===== config.mk =====
export PLATFORM = sky130hd
export DESIGN_NAME = turf_round_ctrl
export DESIGN_NICKNAME = d
export VERILOG_FILES = /design/src/rtl/turf_pkg.sv /design/src/rtl/turf_winner_cmp.sv /design/src/rtl/turf_round_ctrl.sv
export SDC_FILE = /design/constraint.sdc
export NUM_CORES = 1
export LEC_CHECK = 0
export BUFFER_PORTS_ARGS = -buffer_cell sky130_fd_sc_hd__buf_2
export CORE_MARGIN = 2
export CORE_UTILIZATION = 61
export CTS_CLUSTER_SIZE = 20
export DETAILED_ROUTE_END_ITERATION = 10
export HOLD_SLACK_MARGIN = 0.12
export PLACE_DENSITY = 0.88
export SYNTH_ARGS = -nofsm -noshare
export SYNTH_HDL_FRONTEND = slang
export SYNTH_SLANG_ARGS = --single-unit
export TNS_END_PERCENT = 20

===== constraint.sdc =====
create_clock -name CLOCK_50 -period 12.9 [get_ports CLOCK_50]
set_clock_uncertainty 0.05 [all_clocks]
set_input_delay 1.935 -clock CLOCK_50 [delete_from_list [all_inputs] [get_ports CLOCK_50]]
set_output_delay 1.935 -clock CLOCK_50 [all_outputs]
set_load 0.02 [all_outputs]

===== src/rtl/turf_pkg.sv =====
// Shared types and constants for the turf round controller: FSM states, player colour codes,
// frame-RAM address geometry and tally counter width.
package turf_pkg;

   localparam int unsigned XW    = 8;
   localparam int unsigned YW    = 7;
   localparam int unsigned AddrW = XW + YW;
   localparam int unsigned CntW  = 15;

   // Last linear frame-RAM address, {x=159, y=119}.
   localparam logic [AddrW-1:0] ScanLast = 15'h4FF7;

   localparam logic [2:0] ColNone = 3'b000;
   localparam logic [2:0] ColP1   = 3'b001;
   localparam logic [2:0] ColP2   = 3'b010;
   localparam logic [2:0] ColP3   = 3'b100;
   localparam logic [2:0] ColP4   = 3'b110;

   typedef enum logic [2:0] {
      StIdle,
      StClear,
      StPlay,
      StPaint,
      StTally,
      StDrain,
      StDone
   } turf_state_e;

   function automatic logic [2:0] player_colour(input logic [1:0] idx);
      logic [2:0] col;
      unique case (idx)
         2'd0:    col = ColP1;
         2'd1:    col = ColP2;
         2'd2:    col = ColP3;
         default: col = ColP4;
      endcase
      return col;
   endfunction

endpackage


===== src/rtl/turf_winner_cmp.sv =====
// Combinational 4-way maximum over the player tallies; on equal counts the lowest index wins.
module turf_winner_cmp
   import turf_pkg::*;
(
   input  logic [CntW-1:0] c1_i,
   input  logic [CntW-1:0] c2_i,
   input  logic [CntW-1:0] c3_i,
   input  logic [CntW-1:0] c4_i,
   output logic [1:0]      win_o
);

   logic [CntW-1:0] best;

   // Strict greater-than keeps the earlier player on ties.
   always_comb begin
      best  = c1_i;
      win_o = 2'd0;
      if (c2_i > best) begin
         best  = c2_i;
         win_o = 2'd1;
      end
      if (c3_i > best) begin
         best  = c3_i;
         win_o = 2'd2;
      end
      if (c4_i > best) begin
         win_o = 2'd3;
      end
   end

endmodule


===== src/rtl/turf_round_ctrl.sv =====
// Round controller for the turf game: clears the frame RAM, paints player cells on move ticks,
// counts down the round, tallies painted cells and reports the winner. TURF_CLEAR_EN adds CLEAR.
module turf_round_ctrl
   import turf_pkg::*;
#(
   parameter int unsigned      ROUND_SECONDS = 60,
   parameter logic [AddrW-1:0] SCAN_LAST     = ScanLast
) (
   input  logic             CLOCK_50,
   input  logic             reset,
   input  logic             start,
   input  logic             move_tick,
   input  logic             sec_tick,
   input  logic [AddrW-1:0] p1,
   input  logic [AddrW-1:0] p2,
   input  logic [AddrW-1:0] p3,
   input  logic [AddrW-1:0] p4,
   output logic             running,
   output logic [AddrW-1:0] ram_address,
   output logic [2:0]       ram_data,
   output logic             ram_wren,
   input  logic [2:0]       ram_q,
   output logic [6:0]       time_left,
   output logic [CntW-1:0]  p1_count,
   output logic [CntW-1:0]  p2_count,
   output logic [CntW-1:0]  p3_count,
   output logic [CntW-1:0]  p4_count,
   output logic [1:0]       winner,
   output logic             winner_valid
);

   localparam logic [6:0] TimeInit = 7'(ROUND_SECONDS);

   turf_state_e      state_q;
   logic             running_q;
   logic             wren_q;
   logic [AddrW-1:0] addr_q;
   logic [2:0]       data_q;
   logic [6:0]       time_q;
   logic [CntW-1:0]  cnt_q [4];
   logic [CntW-1:0]  cnt_d [4];
   logic [1:0]       winner_q;
   logic             winner_valid_q;
   logic [1:0]       paint_idx_q;
   logic             rd_valid_q;

   logic [1:0]       paint_nxt;
   logic [AddrW-1:0] pos_nxt;
   logic [1:0]       win_nxt;
   logic             acc_en;

   assign acc_en    = rd_valid_q && (state_q == StTally || state_q == StDrain);
   assign paint_nxt = paint_idx_q + 2'd1;

   always_comb begin
      for (int i = 0; i < 4; i++) begin
         cnt_d[i] = cnt_q[i];
         if (acc_en && ram_q == player_colour(2'(i))) begin
            cnt_d[i] = cnt_q[i] + CntW'(1);
         end
      end
   end

   always_comb begin
      unique case (paint_nxt)
         2'd1:    pos_nxt = p2;
         2'd2:    pos_nxt = p3;
         2'd3:    pos_nxt = p4;
         default: pos_nxt = p1;
      endcase
   end

   // Fed with the next-state tallies so the DRAIN edge registers a winner that includes SCAN_LAST.
   turf_winner_cmp u_winner_cmp (
      .c1_i  (cnt_d[0]),
      .c2_i  (cnt_d[1]),
      .c3_i  (cnt_d[2]),
      .c4_i  (cnt_d[3]),
      .win_o (win_nxt)
   );

   always_ff @(posedge CLOCK_50 or posedge reset) begin
      if (reset) begin
         state_q        <= StIdle;
         running_q      <= 1'b0;
         wren_q         <= 1'b0;
         addr_q         <= '0;
         data_q         <= ColNone;
         time_q         <= TimeInit;
         for (int i = 0; i < 4; i++) cnt_q[i] <= '0;
         winner_q       <= 2'd0;
         winner_valid_q <= 1'b0;
         paint_idx_q    <= 2'd0;
         rd_valid_q     <= 1'b0;
      end else begin
         if ((state_q == StPlay || state_q == StPaint) && sec_tick && time_q != 7'd0) begin
            time_q <= time_q - 7'd1;
         end
         case (state_q)
            StIdle, StDone: begin
               if (start) begin
                  time_q         <= TimeInit;
                  for (int i = 0; i < 4; i++) cnt_q[i] <= '0;
                  winner_q       <= 2'd0;
                  winner_valid_q <= 1'b0;
`ifdef TURF_CLEAR_EN
                  state_q        <= StClear;
                  wren_q         <= 1'b1;
                  addr_q         <= '0;
                  data_q         <= ColNone;
`else
                  state_q        <= StPlay;
                  running_q      <= 1'b1;
`endif
               end
            end
            StClear: begin
               if (addr_q == SCAN_LAST) begin
                  state_q   <= StPlay;
                  wren_q    <= 1'b0;
                  addr_q    <= '0;
                  running_q <= 1'b1;
               end else begin
                  addr_q <= addr_q + AddrW'(1);
               end
            end
            StPlay: begin
               if (time_q == 7'd0) begin
                  state_q    <= StTally;
                  running_q  <= 1'b0;
                  addr_q     <= '0;
                  rd_valid_q <= 1'b0;
               end else if (move_tick) begin
                  state_q     <= StPaint;
                  wren_q      <= 1'b1;
                  addr_q      <= p1;
                  data_q      <= ColP1;
                  paint_idx_q <= 2'd0;
               end
            end
            StPaint: begin
               if (paint_idx_q == 2'd3) begin
                  state_q <= StPlay;
                  wren_q  <= 1'b0;
                  addr_q  <= '0;
                  data_q  <= ColNone;
               end else begin
                  paint_idx_q <= paint_nxt;
                  addr_q      <= pos_nxt;
                  data_q      <= player_colour(paint_nxt);
               end
            end
            StTally: begin
               rd_valid_q <= 1'b1;
               cnt_q      <= cnt_d;
               if (addr_q == SCAN_LAST) begin
                  state_q <= StDrain;
                  addr_q  <= '0;
               end else begin
                  addr_q <= addr_q + AddrW'(1);
               end
            end
            StDrain: begin
               cnt_q          <= cnt_d;
               rd_valid_q     <= 1'b0;
               winner_q       <= win_nxt;
               winner_valid_q <= 1'b1;
               state_q        <= StDone;
            end
            default: state_q <= StIdle;
         endcase
      end
   end

   assign running      = running_q;
   assign ram_address  = addr_q;
   assign ram_data     = data_q;
   assign ram_wren     = wren_q;
   assign time_left    = time_q;
   assign p1_count     = cnt_q[0];
   assign p2_count     = cnt_q[1];
   assign p3_count     = cnt_q[2];
   assign p4_count     = cnt_q[3];
   assign winner       = winner_q;
   assign winner_valid = winner_valid_q;

endmodule

==> run metrics, run 1 <==
die span in y 115 um; reg2reg path depth 32; FILL cells 937; ys flop type dfrtp_1; CP most frequent cell ha_1; CP Data Required Time 13.10 ns; Critical Path Max Stage Delay between 0.9 and 1 ns; Skew-Pair Late Insertion Delay 0.36 ns; worst min path class reg -> reg; GP Congestion approximately 0.92; global route total overflow 0; Total GRT Usage about a third; # resized after CTS 0; nets 1,122; synthesis-to-layout area growth 15.9%; r2r endpoint winner[0]$_DFFE_PP0P_; via count 7,315; status completed; drt drc 0; Max VDD drop about 0.00011 V; Worst-path clk slew 0.07 ns; TritonCTS Buffers 9; count of cell types in the netlist 85; Detail Placement HPWL 15.7 mm; Critical Path Start ram_q[0]; I/O pins between 150 and 200; sequential fraction of the synthesis area 32.2%; # hold bufs at CTS 0; RR Startpoint state_q[2]$_DFFE_PP0P_; number of synthesized flops with an enable pin 0; number of global-route vias before repair 7,062; row cnt 40; WP buf/inv 2; number of hold violations in the final report 0; Max-slew headroom between 10% and 20%; Core Area 12,000 um2; final antenna-violating net count 0; CP Max Fanout 12; final setup vio count 0; setup bufs post-CTS 0; Syn Area/Cell between 8 and 9 um2; DR pass1 iterations 8; Max Fclk between 90 and 100 MHz; Tmin final 11.04 ns; initial core utilization 62.5%; RSZ-0062 raised after global routing false; 1st-iter DRT viols 580; via density per instance 6.35; cell family with most CP delay simple AND/OR/NAND/NOR gates; CP Launch Type input port; port buffer count between 150 and 200; Worst Path Class, Setup in -> reg; final core utilization 72.4%; antenna violations before repair 0; crit path to winner[0]$_DFFE_PP0P_; DIE AREA 13,200 um2; fin crit share 85.6%; power density cells between 150 and 200 nW/um2; setup TNS 0 ns; Synth Instances 868; H-tree depth 3; CP max stage cell nor4bb_1; Setup crit end kind flip-flop; r2r setup slk 2.77 ns; CP Depth 33; Max Slew Vio Count 0; Syn Std Cell Area 7470 um2; synth warn 0; Pleak 4.14 nW; Arr. time, crit path 11.25 ns; Routed wire per std cell 18.1 um; CTS Buffer Depth 2; pin count of the biggest net entering global routing 61; DRT Wirelength 20.9 mm; CTS tree yes; Die Width 115 um; fraction of registers with async set/reset 100%; ratio of cells with drive above 1 in the final layout a little over a fifth; syn_nets 990; clock sinks 96; Least-Margin Pin Slew 1.19 ns; root buffer cell clkbuf_16; Ant. Diodes 0; MaxCap Viol Count 0; first-pass GRT wire length 34.6 mm; flop and latch count out of synthesis 96
per-stage QoR:
step / setup WS, ns / total power [mW] / hold WS [ns] / cell area (um2) / cells
after floorplan: 3.48 / 0.862 / 0.453 / 7470 / 868
after global placement: 2.02 / 0.964 / 0.411 / 8320 / 1136
after detailed placement: 1.68 / 0.975 / 0.413 / 8320 / 1136
after CTS: 2.03 / 1.29 / 0.439 / 8660 / 1152
after global routing: 0.965 / 1.40 / 0.474 / 8660 / 1152
final: 1.86 / 1.30 / 0.440 / 8660 / 1152
cell type report:
cell class              instances  area [um2]  area share, %
well taps                     147         184           2.12
flip-flops and latches         96        2410           27.8
multi-input cells             691        4740           54.7
inverters                      38         145           1.68
clock buffers                  11         243           2.80
clock inverters                 5         104           1.20
repair buffers                164         838           9.68
metal layers:
metal	track usage [%]	routed length, um	vias to the layer above
met5	0	0	-
met4	12.4	567	0
met3	7.57	1420	39
met2	56.5	10400	283
met1	40.8	8470	3515
li1	-	-	3478
tightest hold or removal path, stage by stage (launching register included):
cell and delay (ns):
dfrtp_1 0.35, nand2_1 0.05, o21ai_0 0.06
flip-flops by register name, indices dropped and copies added (netlist names):
| signal | flops |
|---|---|
| winner | 2 |
| state_q | 3 |
| running | 1 |
| ram_address | 15 |
| rd_valid_q | 1 |
| ram_wren | 1 |
| time_left | 7 |
| p3_count | 15 |
| winner_valid | 1 |
| paint_idx_q | 2 |
| p1_count | 15 |
| p2_count | 15 |
| p4_count | 15 |
| ram_data | 3 |
logic make-up after synthesis:
group / share of synthesized area, %
AO/OA/AOI/OAI: 19.8
buffers and inverters: 4.45
AND/OR/NAND/NOR: 23.3
adder cells (fa/ha/maj): 9.04
XOR/XNOR: 7.67
flip-flops: 32.2
multiplexers: 3.58
synthesized netlist by cell type, types with 5 or more instances:
| cell type | instances | area share (%) |
|---|---|---|
| clkbuf_1 | 31 | 1.6 |
| nand2b_1 | 5 | 0.42 |
| nor2_1 | 65 | 3.3 |
| xnor2_1 | 35 | 4.1 |
| buf_2 | 5 | 0.33 |
| a211oi_1 | 11 | 1.1 |
| o21a_1 | 7 | 0.70 |
| a221oi_1 | 5 | 0.59 |
| a222oi_1 | 15 | 2.0 |
| inv_1 | 38 | 1.9 |
| mux2_2 | 6 | 0.90 |
| o2bb2ai_1 | 5 | 0.59 |
| a21o_1 | 8 | 0.80 |
| and4_1 | 5 | 0.59 |
| nor3_1 | 16 | 1.1 |
| nand3_1 | 74 | 5.0 |
| xor2_1 | 26 | 3.0 |
| and2_1 | 6 | 0.50 |
| a221o_1 | 5 | 0.67 |
| a21oi_1 | 28 | 1.9 |
| dfrtp_1 | 92 | 31 |
| or4_1 | 6 | 0.60 |
| ha_1 | 54 | 9.0 |
| o21ai_0 | 84 | 5.6 |
| mux2i_1 | 17 | 2.3 |
| a31oi_1 | 7 | 0.59 |
| nor2b_1 | 7 | 0.59 |
| nand2_1 | 80 | 4.0 |
| nor4_1 | 5 | 0.42 |
| and3_1 | 7 | 0.59 |
| nand4_1 | 18 | 1.5 |
worst min-delay path by stage:
stage	cells after the start	from	to
after floorplan	1	paint_idx_q[0]$_DFFE_PP0P_	paint_idx_q[0]$_DFFE_PP0P_
after global placement	2	winner_valid$_DFFE_PP0P_	winner_valid$_DFFE_PP0P_
after detailed placement	2	winner_valid$_DFFE_PP0P_	winner_valid$_DFFE_PP0P_
after CTS	2	ram_data[1]$_DFFE_PP0P_	ram_data[1]$_DFFE_PP0P_
after global routing	1	ram_data[2]$_DFFE_PP0P_	ram_data[2]$_DFFE_PP0P_
final	2	ram_data[1]$_DFFE_PP0P_	ram_data[1]$_DFFE_PP0P_
cell usage in the layout, fill, tap and decap left out, types with 5 or more instances in the layout:
cell type    n
a221oi_1     5
nor4_1       5
buf_2      157
nand3_1     74
mux2i_1     17
a222oi_1    15
and4_1       5
or4_1        6
a211oi_1    11
a21oi_1     28
and2_1       6
ha_1        54
o21ai_0     84
xor2_1      26
buf_4        7
nor3_1      16
o2bb2ai_1    5
mux2_2       6
o21a_1       7
inv_1       37
nor2_1      65
dfrtp_1     92
a31oi_1      7
a221o_1      5
nand2_1     80
nand4_1     18
a21o_1       8
xnor2_1     35
and3_1       7
clkbuf_16    9
nor2b_1      7
power breakdown:
part / internal, mW / switching [mW]
logic: 0.264 / 0.365
clock network: 0.195 / 0.119
registers: 0.321 / 0.0354
total: 0.780 / 0.520
Note: power is estimated with default switching activity, not from simulation.
==> run 2: changes to the inputs <==
--- a/config.mk
+++ b/config.mk
@@ -7,11 +7,11 @@
 export LEC_CHECK = 0
 export BUFFER_PORTS_ARGS = -buffer_cell sky130_fd_sc_hd__buf_2
 export CORE_MARGIN = 2
-export CORE_UTILIZATION = 61
+export CORE_UTILIZATION = 51
 export CTS_CLUSTER_SIZE = 20
 export DETAILED_ROUTE_END_ITERATION = 10
 export HOLD_SLACK_MARGIN = 0.12
-export PLACE_DENSITY = 0.88
+export PLACE_DENSITY = 0.78
 export SYNTH_ARGS = -nofsm -noshare
 export SYNTH_HDL_FRONTEND = slang
 export SYNTH_SLANG_ARGS = --single-unit
==> constraint.sdc (replaced) <==
create_clock -name CLOCK_50 -period 9.54 [get_ports CLOCK_50]
set_clock_uncertainty 0.05 [all_clocks]
set_input_delay 1.431 -clock CLOCK_50 [delete_from_list [all_inputs] [get_ports CLOCK_50]]
set_output_delay 1.431 -clock CLOCK_50 [all_outputs]
set_load 0.02 [all_outputs]
==> run metrics, run 2 (synthesis gave the netlist of run 1 again) <==
dpl cell area ~8400 um2; FILL cells 1,305; RSZ-0062 raised after global routing false; I/O pins 158; setup TNS 0 ns; ratio of cells with drive above 1 in the final layout 22.4%; worst min path class reg -> reg; Setup crit end kind flip-flop; final antenna-violating net count 0; CTS Buffer Depth 2; 1st-iter DRT viols 544; Max Slew Vio Count 0; Design Power approximately 1.8 mW; WP buf/inv 2; Tmin final between 8 and 9 ns; setup bufs post-CTS 0; Total GRT Usage 27.8%; Die Width 125 um; CP Data Required Time ~9.7 ns; final worst slack 0.610 ns; Arr. time, crit path 9.13 ns; port buffer count 157; status completed; worst hold margin 0.443 ns; global route total overflow 0; MaxCap Viol Count 0; fin crit share 93.6%; Max Fclk 112 MHz; commonest non-fill, non-tap cell in the layout buf_2; final core utilization 60.6%; number of hold violations in the final report 0; CP Max Fanout 13; CP Launch Type input port; Core Area approximately 14,000 um2; CP max stage cell or4_1; Skew-Pair Late Insertion Delay approximately 0.36 ns; Least-Margin Pin Slew 1.09 ns; Worst-path clk slew 0.07 ns; number of global-route vias before repair approximately 7,000; Critical Path Max Stage Delay 0.54 ns; synthesis-to-layout area growth 17.0%; via density per instance 6.07; via count 7,267; final setup vio count 0; nets 1,131; Pleak around 4.2 nW; Ant. Diodes 0; # hold bufs at CTS 0; TritonCTS Buffers 9; initial core utilization just over 50%; Routed wire per std cell 18.0 um; pin count of the biggest net entering global routing 62; cell family with most CP delay simple AND/OR/NAND/NOR gates; final non-filler cell total approximately 1,200; CTS tree yes; Detail Placement HPWL roughly 17 mm; DR pass1 iterations 5; CP most frequent cell ha_1; first-pass GRT wire length 35.3 mm; # resized after CTS 0; GP Congestion 0.921; drt drc 0; Max VDD drop between 0.0001 and 0.00015 V; root buffer cell clkbuf_16; H-tree depth 3; row cnt 44; Max-slew headroom 27.2%; die span in y 125 um; DIE AREA 15,600 um2; Final Cell Area around 8700 um2; Cells after DPL 1,182; clock sinks 96; most frequent cells in the layout buf_2 (157), dfrtp_1 (92), o21ai_0 (84); Worst Path Class, Setup in -> reg; antenna violations before repair 0; power density cells 203 nW/um2; pre-CTS setup slack 0.316 ns; DRT Wirelength 21.6 mm
==> run 2: path summary, 6_finish.rpt <==
path                                            to  depth (start not counted)               startpoint  slack [ns]
min in group asynchronous  p4_count[5]$_DFFE_PP0P_                          2                    reset        1.04
setup / recovery             winner[0]$_DFFE_PP0P_                         32                 ram_q[1]        0.61
setup reg to reg             winner[0]$_DFFE_PP0P_                         32   state_q[2]$_DFFE_PP0P_        1.11
hold / removal             ram_data[1]$_DFFE_PP0P_                          2  ram_data[1]$_DFFE_PP0P_        0.44
hold reg to reg            ram_data[1]$_DFFE_PP0P_                          2  ram_data[1]$_DFFE_PP0P_        0.44
max in group asynchronous  p4_count[9]$_DFFE_PP0P_                          3                    reset        7.28
==> run 2: layer usage <==
layer	vias up	track usage, %	share of wire, %
met1	3438	35.0	41
met2	278	46.9	48
met5	-	0	0
met4	0	11.1	4.0
li1	3493	-	-
met3	58	5.95	7.1
==> run 2: power by group <==
| group | switching, mW | internal (mW) | total (mW) |
|---|---|---|---|
| combinational | 0.527 | 0.381 | 0.909 |
| sequential | 0.0512 | 0.435 | 0.486 |
| clock | 0.167 | 0.215 | 0.382 |
| total | 0.746 | 1.03 | 1.78 |
==> run 2: worst min-delay path, stage by stage (launching register included) <==
cell and delay [ns]:
dfrtp_1 0.35, nand2_1 0.05, o21ai_0 0.06
==> run 2: cell type report <==
cell class / instances / area (um2) / share of cell area (%)
tap: 184 / 230 / 2.63
timing repair buffer: 173 / 906 / 10.4
sequential: 96 / 2410 / 27.5
clock buffer: 10 / 239 / 2.73
inverter: 38 / 145 / 1.66
multi-input combinational: 691 / 4740 / 54.2
clock inverter: 6 / 75.1 / 0.859
==> run 3: changes to the inputs <==
--- a/config.mk
+++ b/config.mk
@@ -5,13 +5,15 @@
 export SDC_FILE = /design/constraint.sdc
 export NUM_CORES = 1
 export LEC_CHECK = 0
+export ABC_AREA = 1
 export BUFFER_PORTS_ARGS = -buffer_cell sky130_fd_sc_hd__buf_2
 export CORE_MARGIN = 2
 export CORE_UTILIZATION = 51
 export CTS_CLUSTER_SIZE = 20
 export DETAILED_ROUTE_END_ITERATION = 10
 export HOLD_SLACK_MARGIN = 0.12
-export PLACE_DENSITY = 0.78
+export PLACE_DENSITY_LB_ADDON = 0.08
+export REMOVE_ABC_BUFFERS = 1
 export SYNTH_ARGS = -nofsm -noshare
 export SYNTH_HDL_FRONTEND = slang
 export SYNTH_SLANG_ARGS = --single-unit
==> run metrics, run 3 <==
Routed wire per std cell 14.5 um; flop and latch count out of synthesis 96; Setup crit end kind flip-flop; Ant. Diodes 0; global route total overflow 0; setup TNS 0 ns; Design Power around 2.2 mW; first-pass GRT wire length 33.5 mm; Skew-Pair Late Insertion Delay 0.35 ns; MaxCap Viol Count 0; Core Area 14,500 um2; I/O pins between 150 and 200; number of hold violations in the final report 0; Max Fclk about 120 MHz; fraction of registers with async set/reset 100%; synthesis-to-layout area growth 16.0%; number of global-route vias before repair 6,893; # hold bufs at CTS 0; RSZ-0062 raised after global routing false; final core utilization roughly three fifths; antenna violations before repair 0; Max-slew headroom 46.9%; worst min path class reg -> reg; # resized after CTS 0; Syn Area/Cell 7.09 um2; FILL cells 1,429; initial core utilization 52.0%; H-tree depth 3; CP Max Fanout 17; pin count of the biggest net entering global routing 60; top cells by count, synth nand2_1 (249), inv_1 (163), dfrtp_1 (92); DRT Wirelength 20.3 mm; via density per instance 5.38; Arr. time, crit path approximately 8.3 ns; drt drc 0; CP Data Required Time 9.74 ns; CP Launch Type input port; CP most frequent cell nand2_1; root buffer cell clkbuf_16; 1st-iter DRT viols just over 500; GP Congestion 0.849; Pleak 4.62 nW; Max Slew Vio Count 0; Synth Instances about 1,100; row cnt 44; Syn Std Cell Area 7530 um2; Die Width 126 um; number of synthesized flops with an enable pin 0; flip-flop and latch area between 2000 and 2500 um2; CP max stage cell nand2_1; r2r setup slk 2.16 ns; Critical Path Max Stage Delay 0.44 ns; TritonCTS Buffers 9; largest cells by area after synthesis dfrtp_1 (31%), nand2_1 (12%), ha_1 (9.0%); Worst Path Class, Setup in -> reg; synth warn 0; die span in y roughly 130 um; nets 1,331; DIE AREA 15,800 um2; CTS Buffer Depth 2; pre-CTS setup slack 1.21 ns; status completed; fin crit share 84.7%; Worst-path clk slew ~0.070 ns; Detail Placement HPWL 15.7 mm; cell taking the most area after synthesis dfrtp_1; Least-Margin Pin Slew 0.796 ns; final worst slack 1.46 ns; CTS tree yes; commonest non-fill, non-tap cell in the layout nand2_1; final setup vio count 0; multi-input logic area 4380 um2; via count ~7,500; power density cells about 250 nW/um2; Total GRT Usage 25.9%; DR pass1 iterations 5; ratio of cells with drive above 1 in the final layout 17.8%; final antenna-violating net count 0; setup bufs post-CTS 0; port buffer count ~160; ys flop type dfrtp_1; most frequent cells in the layout nand2_1 (248), inv_1 (162), buf_2 (157); clock sinks 96; Max VDD drop about 0.00013 V; sequential fraction of the synthesis area 31.9%; top-count cell post-synth nand2_1; Tmin final 8.08 ns; count of cell types in the netlist 49; Synth top area share between 30% and 40%
==> run 3: cell types whose count changed in the layout (fill, tap and decap cells not counted), moves of 8 or more <==
| cell | previous run | this run |
|---|---|---|
| nand2_1 | 80 | 248 |
| inv_1 | 37 | 162 |
| o22ai_1 | 3 | 37 |
| xnor2_1 | 35 | 2 |
| a21oi_1 | 28 | 48 |
| mux2i_1 | 17 | 0 |
| o21ai_0 | 84 | 67 |
| a222oi_1 | 15 | 0 |
| nand2_2 | 0 | 15 |
| xor2_1 | 26 | 41 |
| nand3_1 | 74 | 86 |
| buf_4 | 16 | 5 |
| and2_1 | 6 | 14 |
==> run 3: cells by family after synthesis <==
family | Yosys count | synth area share, %
muxes | 1 | 0.149
buffers and inverters | 192 | 9.90
adders and majority gates | 54 | 8.97
AOI/OAI and AO/OA | 188 | 14.4
DFF | 96 | 31.9
and+or+nand+nor | 489 | 29.6
xor gates and xnor gates | 43 | 5.00
==> run 3: layout make-up <==
| class | count | area share, % |
|---|---|---|
| Multi-Input combinational cell | 775 | 50.1 |
| Sequential cell | 96 | 27.5 |
| Timing Repair Buffer | 162 | 9.42 |
| Inverter | 165 | 7.11 |
| Clock buffer | 12 | 2.82 |
| Tap cell | 184 | 2.63 |
| Clock inverter | 4 | 0.343 |
==> run 3: layer usage <==
layer / track usage (%) / share of wire, % / up-vias
met3: 5.52 / 6.5 / 17
met2: 45.4 / 49 / 235
met1: 32.6 / 43 / 3453
met5: 0 / 0 / -
met4: 6.08 / 1.0 / 0
li1: - / - / 3814
==> run 3: final timing paths <==
check | start | to | cells past startpoint
worst min-delay path | ram_data[1]$_DFFE_PP0P_ | ram_data[1]$_DFFE_PP0P_ | 2
worst min register to register | ram_data[1]$_DFFE_PP0P_ | ram_data[1]$_DFFE_PP0P_ | 2
worst max register to register | p1_count[0]$_DFFE_PP0P_ | winner[1]$_DFFE_PP0P_ | 40
worst max-delay path | ram_q[2] | winner[1]$_DFFE_PP0P_ | 41
max in group asynchronous | reset | p1_count[3]$_DFFE_PP0P_ | 3
min in group asynchronous | reset | p4_count[12]$_DFFE_PP0P_ | 2
==> run 3: worst max-delay path, delay by kind of cell <==
kind                     cells  cell delay, ns
buffers and inverters        4            0.76
XOR/XNOR                     1            0.21
AND/OR/NAND/NOR             26            3.88
AO/OA/AOI/OAI                7            1.04
adder cells (fa/ha/maj)      3            0.92
==> run 3: power by group <==
group / leakage, nW / internal, mW / total [mW] / switching (mW)
registers: 1.27 / 0.480 / 0.553 / 0.0729
clock network: 0.133 / 0.185 / 0.346 / 0.162
logic: 3.22 / 0.425 / 1.26 / 0.832
==> run 3: stage by stage <==
stage,hold slack (ns),std cells,cell area (um2)
floorplan,0.449,1036,7410
global placement,0.402,1382,8470
detailed placement,0.406,1382,8470
CTS,0.421,1398,8740
global route,0.454,1398,8740
finish,0.416,1398,8740
